==> config.mk <==
export PLATFORM = sky130hd
export DESIGN_NAME = ghash_h_powers_gen
export DESIGN_NICKNAME = d
export VERILOG_FILES = /design/src/rtl/ghash_pkg.sv /design/src/rtl/ghash_digit_mult_step.sv /design/src/rtl/ghash_h_powers_gen.sv
export SDC_FILE = /design/constraint.sdc
export NUM_CORES = 2
export LEC_CHECK = 0
export CAP_MARGIN = 20
export CELL_PAD_IN_SITES_DETAIL_PLACEMENT = 1
export CELL_PAD_IN_SITES_GLOBAL_PLACEMENT = 2
export CORE_MARGIN = 8
export CORE_UTILIZATION = 37
export CTS_CLUSTER_SIZE = 30
export DETAILED_ROUTE_END_ITERATION = 8
export GPL_ROUTABILITY_DRIVEN = 0
export PLACE_DENSITY = 0.87
export SLEW_MARGIN = 10
export SYNTH_ARGS = -nofsm -noshare
export SYNTH_HDL_FRONTEND = slang
export SYNTH_SLANG_ARGS = --single-unit
==> constraint.sdc <==
create_clock -name i_clock -period 4.36 [get_ports i_clock]
set_input_delay 0.872 -clock i_clock [delete_from_list [all_inputs] [get_ports i_clock]]
set_output_delay 0.872 -clock i_clock [all_outputs]
set_load 0.05 [all_outputs]
==> src/rtl/ghash_pkg.sv <==
// rtl/ghash_pkg.sv - shared GHASH constants, FSM encodings and configuration check
package ghash_pkg;

    localparam int           NB_BLOCK_GCM = 128;
    localparam logic [127:0] GCM_R_POLY   = {8'hE1, 120'h0};

    typedef enum logic [1:0] {
        ST_IDLE = 2'd0,
        ST_LOAD = 2'd1,
        ST_MULT = 2'd2,
        ST_DONE = 2'd3
    } state_t;

    // Digit width must be a power of two that divides the 128-bit block.
    function automatic bit bad_conf(input int nb_block, input int n_blocks, input int nb_digit);
        return (nb_block != NB_BLOCK_GCM) || (n_blocks < 1) || (nb_digit < 1) ||
               (nb_digit > NB_BLOCK_GCM) || ((NB_BLOCK_GCM % nb_digit) != 0);
    endfunction

endpackage

==> src/rtl/ghash_digit_mult_step.sv <==
// rtl/ghash_digit_mult_step.sv - NB_DIGIT unrolled bit steps of the GCM right-shift multiplier
module ghash_digit_mult_step
    import ghash_pkg::*;
#(
    parameter int NB_DIGIT = 8
)(
    input  logic [127:0]          i_z,
    input  logic [127:0]          i_v,
    input  logic [NB_DIGIT-1:0]   i_x_digit,
    output logic [127:0]          o_z,
    output logic [127:0]          o_v
);

    logic [127:0] w_z;
    logic [127:0] w_v;

    // Digit MSB is the earliest multiplier bit (lowest-degree coefficient first).
    always_comb begin
        w_z = i_z;
        w_v = i_v;
        for (int i = NB_DIGIT - 1; i >= 0; i--) begin
            if (i_x_digit[i]) begin
                w_z = w_z ^ w_v;
            end
            w_v = {1'b0, w_v[127:1]} ^ (w_v[0] ? GCM_R_POLY : 128'h0);
        end
    end

    assign o_z = w_z;
    assign o_v = w_v;

endmodule

==> src/rtl/ghash_h_powers_gen.sv <==
// rtl/ghash_h_powers_gen.sv - computes H^1..H^N with one digit-serial GF(2^128) multiplier
module ghash_h_powers_gen
    import ghash_pkg::*;
#(
    parameter int NB_BLOCK = 128,
    parameter int N_BLOCKS = 2,
    parameter int NB_DATA  = N_BLOCKS * NB_BLOCK,
    parameter int NB_DIGIT = 8
)(
    input  logic                i_clock,
    input  logic                i_reset,
    input  logic [NB_BLOCK-1:0] i_h_key,
    input  logic                i_load,
    output logic [NB_DATA-1:0]  o_h_key_powers,
    output logic                o_ready,
    output logic                o_busy
);

    localparam bit BAD_CONF = bad_conf(NB_BLOCK, N_BLOCKS, NB_DIGIT);
    localparam int CYC      = NB_BLOCK_GCM / NB_DIGIT;
    localparam int NB_DCNT  = $clog2(CYC) + 1;
    localparam int NB_PIDX  = $clog2(N_BLOCKS) + 1;

    state_t               r_state;
    logic [127:0]         r_key;
    logic [127:0]         r_z;
    logic [127:0]         r_v;
    logic [127:0]         r_x;
    logic [NB_DCNT-1:0]   r_dcnt;
    logic [NB_PIDX-1:0]   r_pidx;
    logic [NB_DATA-1:0]   r_powers;
    logic                 r_ready;
    logic                 r_busy;

    logic [127:0]         w_z_next;
    logic [127:0]         w_v_next;
    logic [NB_DIGIT-1:0]  w_x_digit;

    assign w_x_digit = r_x[127 -: NB_DIGIT];

    ghash_digit_mult_step #(
        .NB_DIGIT (NB_DIGIT)
    ) u_step (
        .i_z       (r_z),
        .i_v       (r_v),
        .i_x_digit (w_x_digit),
        .o_z       (w_z_next),
        .o_v       (w_v_next)
    );

    // A bad configuration keeps the block parked in IDLE with all outputs low.
    always_ff @(posedge i_clock) begin
        if (i_reset) begin
            r_state  <= ST_IDLE;
            r_key    <= '0;
            r_z      <= '0;
            r_v      <= '0;
            r_x      <= '0;
            r_dcnt   <= '0;
            r_pidx   <= '0;
            r_powers <= '0;
            r_ready  <= 1'b0;
            r_busy   <= 1'b0;
        end else if (i_load && !BAD_CONF) begin
            r_state  <= ST_LOAD;
            r_key    <= 128'(i_h_key);
            r_dcnt   <= '0;
            r_pidx   <= '0;
            r_powers <= '0;
            r_ready  <= 1'b0;
            r_busy   <= 1'b1;
        end else begin
            case (r_state)
                ST_LOAD: begin
                    r_powers[0 +: NB_BLOCK] <= NB_BLOCK'(r_key);
                    r_z    <= '0;
                    r_v    <= r_key;
                    r_x    <= r_key;
                    r_dcnt <= '0;
                    r_pidx <= NB_PIDX'(1);
                    if (N_BLOCKS > 1) begin
                        r_state <= ST_MULT;
                    end else begin
                        r_state <= ST_DONE;
                        r_ready <= 1'b1;
                        r_busy  <= 1'b0;
                    end
                end
                ST_MULT: begin
                    if (r_dcnt == NB_DCNT'(CYC - 1)) begin
                        for (int k = 1; k < N_BLOCKS; k++) begin
                            if (r_pidx == NB_PIDX'(k)) begin
                                r_powers[k*NB_BLOCK +: NB_BLOCK] <= NB_BLOCK'(w_z_next);
                            end
                        end
                        // Next power reuses the product just formed as its multiplier.
                        if (r_pidx < NB_PIDX'(N_BLOCKS - 1)) begin
                            r_z    <= '0;
                            r_v    <= r_key;
                            r_x    <= w_z_next;
                            r_dcnt <= '0;
                            r_pidx <= r_pidx + 1'b1;
                        end else begin
                            r_state <= ST_DONE;
                            r_ready <= 1'b1;
                            r_busy  <= 1'b0;
                        end
                    end else begin
                        r_z    <= w_z_next;
                        r_v    <= w_v_next;
                        r_x    <= r_x << NB_DIGIT;
                        r_dcnt <= r_dcnt + 1'b1;
                    end
                end
                default: begin
                end
            endcase
        end
    end

    assign o_h_key_powers = r_powers;
    assign o_ready        = r_ready;
    assign o_busy         = r_busy;

endmodule

Yosys cells after proc, flatten, opt, wreduce, memory -nomap -nowiden
Index checks and enable logic that the tools add are counted.
{ "op_classes": {"n_bitwise": 18, "eq_ne": 11, "reduce_logical": 13, "mul": 0, "div_mod_pow": 0, "n_addsub": 2, "n_lt_le_gt_ge": 1, "n_mux": 39, "shift": 0} }
{ "ops": {"columns": ["cell", "n"], "rows": [
  ["128-bit 2-to-1 mux", 22],
  ["127-bit by 128-bit bitwise XOR with 128-bit output", 8],
  ["128-bit bitwise XOR", 8],
  ["128-bit one-hot mux with 2 select lines", 3],
  ["3-bit AND reduction", 7],
  ["5-bit 2-to-1 mux", 2],
  ["5-bit one-hot mux with 2 select lines", 1],
  ["3-bit inequality test, second input constant", 3],
  ["2-bit 2-to-1 mux", 4],
  ["2-bit inequality test, second input constant", 4],
  ["2-bit one-hot mux with 2 select lines", 2],
  ["2-bit nonzero test", 3],
  ["5-bit by 1-bit adder with 5-bit output, second input constant", 1],
  ["5-bit by 4-bit == test with 1-bit output, second input constant", 1],
  ["1-bit 2-to-1 mux", 5],
  ["2-bit by 1-bit == test with 1-bit output, second input constant", 2],
  ["3-bit nonzero test", 1],
  ["2-bit by 1-bit adder with 2-bit output, second input constant", 1],
  ["2-bit == test, second input constant", 1],
  ["2-bit by 1-bit < comparator with 1-bit output, second input constant", 1],
  ["1-bit NOT", 2],
  ["2-bit AND reduction", 1],
  ["2-bit OR reduction", 1]
]} }
{ "totals": {"mem_bits_ro": 0, "mem_bits_rw": 0, "word_cells": 96, "out_inout_bits": 258, "memories": 0, "latch_bits": 0, "ff_bits": 779} }

Logic depth before layout (Yosys ltp)
{ "depth": {"depth_word": 19, "ltp_mapped": 11, "ltp_nobuf": 8} }

Hierarchy
A second synthesis with hierarchy kept.
{ "hier_totals": {"cells_unflattened": 6377, "area_unflattened_um2": 51037.7} }
{ "modules_own_cells": {"columns": ["module", "seq_area_each_um2", "cells_per_inst", "instances", "area_each_um2"], "rows": [
  ["ghash_h_powers_gen", 15595.0, 3937, 1, 35901.9],
  ["ghash_digit_mult_step", 0.0, 2440, 1, 15135.8]
]} }

Least setup slack after synthesis
OpenSTA, ideal clock, no wires.
{ "synth_timing": {"path_type": "input -> register", "start": "input port i_load", "end": "register r_v[101]", "required_ns": 4.218, "n_path_buf": 4, "setup_slack_ns": 1.945, "stages": 7, "arrival_time_ns": 2.273, "path_cell_list": "clkbuf_1 nor2_1 o21a_1 clkbuf_1 clkbuf_1 buf_1 a311oi_1"} }
{ "synth_via": {"elab_chain_cells": 2} }
{ "synth_lines": {"columns": ["item", "line_no", "rtl"], "rows": [
  ["start: declaration", "ghash_h_powers_gen.sv:13", "input logic i_load,"],
  ["1-bit NOT (no source line)", null, null],
  ["3-bit AND reduction (no source line)", null, null],
  ["end signal: assignment", "ghash_h_powers_gen.sv:77", "r_v <= r_key;"],
  ["end signal: assignment", "ghash_h_powers_gen.sv:99", "r_v <= r_key;"],
  ["end signal: assignment", "ghash_h_powers_gen.sv:110", "r_v <= w_v_next;"],
  ["end: declaration", "ghash_h_powers_gen.sv:27", "logic [127:0] r_v;"]
]} }
No other way between the ends.
A chain may end at the register's enable or synchronous reset.

Final worst setup path
{ "layout_timing": {"start": "register r_dcnt[0]", "end": "register r_x[33]"} }
{ "layout_via": {"elab_chain_cells": 3, "elab_cells_between_ends": 5, "classes_between": "2 x eq/ne; 2 x mux; 1 x reduce/logical"} }
{ "layout_lines": {"columns": ["item", "line_no", "rtl"], "rows": [
  ["start: declaration", "ghash_h_powers_gen.sv:29", "logic [NB_DCNT-1:0] r_dcnt;"],
  ["start signal: assignment", "ghash_h_powers_gen.sv:112", "r_dcnt <= r_dcnt + 1'b1;"],
  ["5-bit by 4-bit == test with 1-bit output *", "ghash_h_powers_gen.sv:90", "if (r_dcnt == NB_DCNT'(CYC - 1)) begin"],
  ["3-bit inequality test (no source line) or 128-bit 2-to-1 mux (tied branches)", null, null],
  ["3-bit AND reduction (no source line) or 128-bit one-hot mux with 2 select lines (tied branches)", null, null],
  ["end signal: assignment", "ghash_h_powers_gen.sv:78", "r_x <= r_key;"],
  ["end signal: assignment", "ghash_h_powers_gen.sv:100", "r_x <= w_z_next;"],
  ["end signal: assignment", "ghash_h_powers_gen.sv:111", "r_x <= r_x << NB_DIGIT;"],
  ["end: declaration", "ghash_h_powers_gen.sv:28", "logic [127:0] r_x;"]
]} }
Every way passes the cells marked *; elsewhere a longest branch is shown, timed or not.

==> results.toml <==
[status]
outcome = "complete, no violations"

[critical_path]
crit_type = "reg2reg"
arrival_ns = 3.68
end_kind = "flip-flop"
path_cells = "ha_1, and4b_1, nand2_4, o21ai_4, buf_12, buf_12, a221oi_1, o21ai_0, o21ai_0, nor2_1"
start_kind = "flip-flop"
critPathSlowestCell = "o21ai_4"
worstPathBufferInverterCount = 2
crit_required_ns = 4.97
critPathMaxStageDelay_ns = 0.74
path_delay_family = "compound AO/OA/AOI/OAI gates"
cp_max_fo = 51

[routing]
route.detailed.wl_per_inst_um = 22.33
final_antenna_net_count = 0
drt-pass1-iter-count = 6
drtIter0Drc = 2916
vias_per_cell = 5.447
drc = 0
vias = 39580
wl_mm = 162.2

[global_route]
track_usage_pct = 23.89
grt_pass1_vias = 40560
gr-total-overflow = 0
grt_pass1_wl_mm = 250.7
antenna_found_initial = 0
grt_max_degree = 184

[clock_tree]
clk_pin_slew_ns = 0.06
cts_buffers = 94
tritoncts = "yes"
cts-resized-gates = 0
cts_setup_buffers = 0
ctsHoldBuffers = 0
clkLatencyLatePin_ns = 0.68
ctsHtreeMaxLevel = 3
cts_root_buf = "clkbuf_16"
numClockSinks = 779
clk_path_buf_depth = 3

[synth]
syn_nets = 5769
synth_cells = 5633
synth.cell_area_um2 = 44080
synth.avg_cell_area_um2 = 7.825
ys_seq_area_share_pct = 35.38
synth_enable_flop_cells = 0
synthTopCellsByArea = "dfxtp_1 (35%), xnor2_1 (11%), nand2_1 (11%)"
ys_types = 50
ys_async_sr_fraction_pct = 0
yosysTopAreaCellShare_pct = 35.38
synth_seq_cells = 779
yosysWarnings = 0
ys.flop_type = "dfxtp_1"
synth_top_cell_by_area = "dfxtp_1"

[timing]
timing.final.crit_share_pct = 70.44
final.setup_skew_ns = 0.02405
rsz0062_at_grt = "no"
hold_violations = 0
clock.fmax_ghz = 0.3256
hold_slack_ns = 0.4390
worst_pin_slew_ns = 1.200
setup_viol = 0
slew_headroom_pct = 20.01
slew_violations = 0
finalSetupTns_ns = 0
fin_crit_ns = 3.071

[die]
fp.dieH_um = 361.2
die_area_um2 = 130400
num_rows = 126
fp.dieW_um = 361.2
initial_core_util_pct = 37.33
coreArea_um2 = 118100
pin_count = 389

[final_layout]
final_area_um2 = 52060
area_delta_synth_final_pct = 18.11
nets = 5787
final_layout_size_suffix_gt1_share_pct = 4.626
finish.utilization_pct = 44.09
fin_cells = 7266

[power]
max-vdd-ir-drop_mv = 0.3265
power_density_nw_per_um2 = 364.8
p_leak_uw = 0.01807

[job]
maxCapViolations = 0

[placement]
dp.cells = 7091
dp_hpwl_mm = 102.1
place_area_um2 = 48800
port_buffers = 388

[worst_hold_path]
hold_path.class = "reg2reg"
cells in the mapped netlist (all sizes together) (22+ instances only):
cell / n
nand2: 1315
a221oi: 103
buf: 212
clkbuf: 328
a211oi: 22
nor2: 966
xnor3: 112
o21ai: 210
a311oi: 121
mux2i: 260
xnor2: 571
a21oi: 270
xor2: 248
dfxtp: 779
layout make-up:
class                   count  area [um^2]
fillers                 13990        66020
clock inverters            44        536.8
clock buffers             130         2723
well taps                1536         1922
repair buffers            462         4786
inverters                   6        27.53
multi-input cells        4308        26440
diodes                      1        2.502
flip-flops and latches    779        15630
final timing paths:
| kind | startpoint | end | slack [ns] | cells after the start |
|---|---|---|---|---|
| worst max register to register | r_dcnt[0] | r_x[33] | 1.29 | 10 |
| worst min-delay path | r_dcnt[4] | r_dcnt[4] | 0.44 | 2 |
| worst max-delay path | r_dcnt[0] | r_x[33] | 1.29 | 10 |
| worst min register to register | r_dcnt[4] | r_dcnt[4] | 0.44 | 2 |
worst min-delay path, cell delays in order, from the launching register on:
cell and delay, ns:
dfxtp_1 0.31, nand2_1 0.05, a41oi_1 0.04
metrics by stage:
| stage | setup slack [ns] | total power (uW) |
|---|---|---|
| final | 1.289 | 18990 |
| after CTS | 1.320 | 19180 |
| after floorplan | 1.945 | 9690 |
| after global routing | 1.079 | 19700 |
| after global placement | 1.400 | 10710 |
| after detailed placement | 1.338 | 10760 |
where the power goes:
part           leakage (uW)  internal (uW)  switching (uW)  total (uW)
Combinational        0.0101           1040            1520        2550
Clock               0.00159           4970            3390        8360
Sequential          0.00634           7400             678        8070
cells by family after synthesis:
kind of cell	share of synthesized area, %
XOR/XNOR	22.40
AO/OA/AOI/OAI	11.27
AND/OR/NAND/NOR	20.00
buffers and inverters	4.806
multiplexers	6.006
adder cells (fa/ha/maj)	0.1419
flip-flops	35.38
cell usage in the layout (no fill, tap or decap), drive strengths merged, types with 15 or more instances in the layout:
master / instances
nand2: 1315
nor2: 966
dfxtp: 779
xnor2: 571
clkdlybuf4s50: 386
a21oi: 270
mux2i: 260
xor2: 248
o21ai: 210
clkbuf: 131
a311oi: 121
xnor3: 112
a221oi: 103
buf: 75
a211oi: 22
clkinv: 21
nand3: 20
a222oi: 15
sequential cells by signal, indices dropped and copies added (netlist names):
| signal | cells |
|---|---|
| o_busy | 1 |
| o_h_key_powers | 256 |
| o_ready | 1 |
| r_dcnt | 5 |
| r_key | 128 |
| r_pidx | 2 |
| r_state | 2 |
| r_v | 128 |
| r_x | 128 |
| r_z | 128 |
per-layer routing:
layer  wire, um  track usage (%)
met1      72560            31.92
met5          0                0
met3       9761            4.228
met4       4370            6.870
met2      75550            39.46
(Power assumes the default switching activity.)
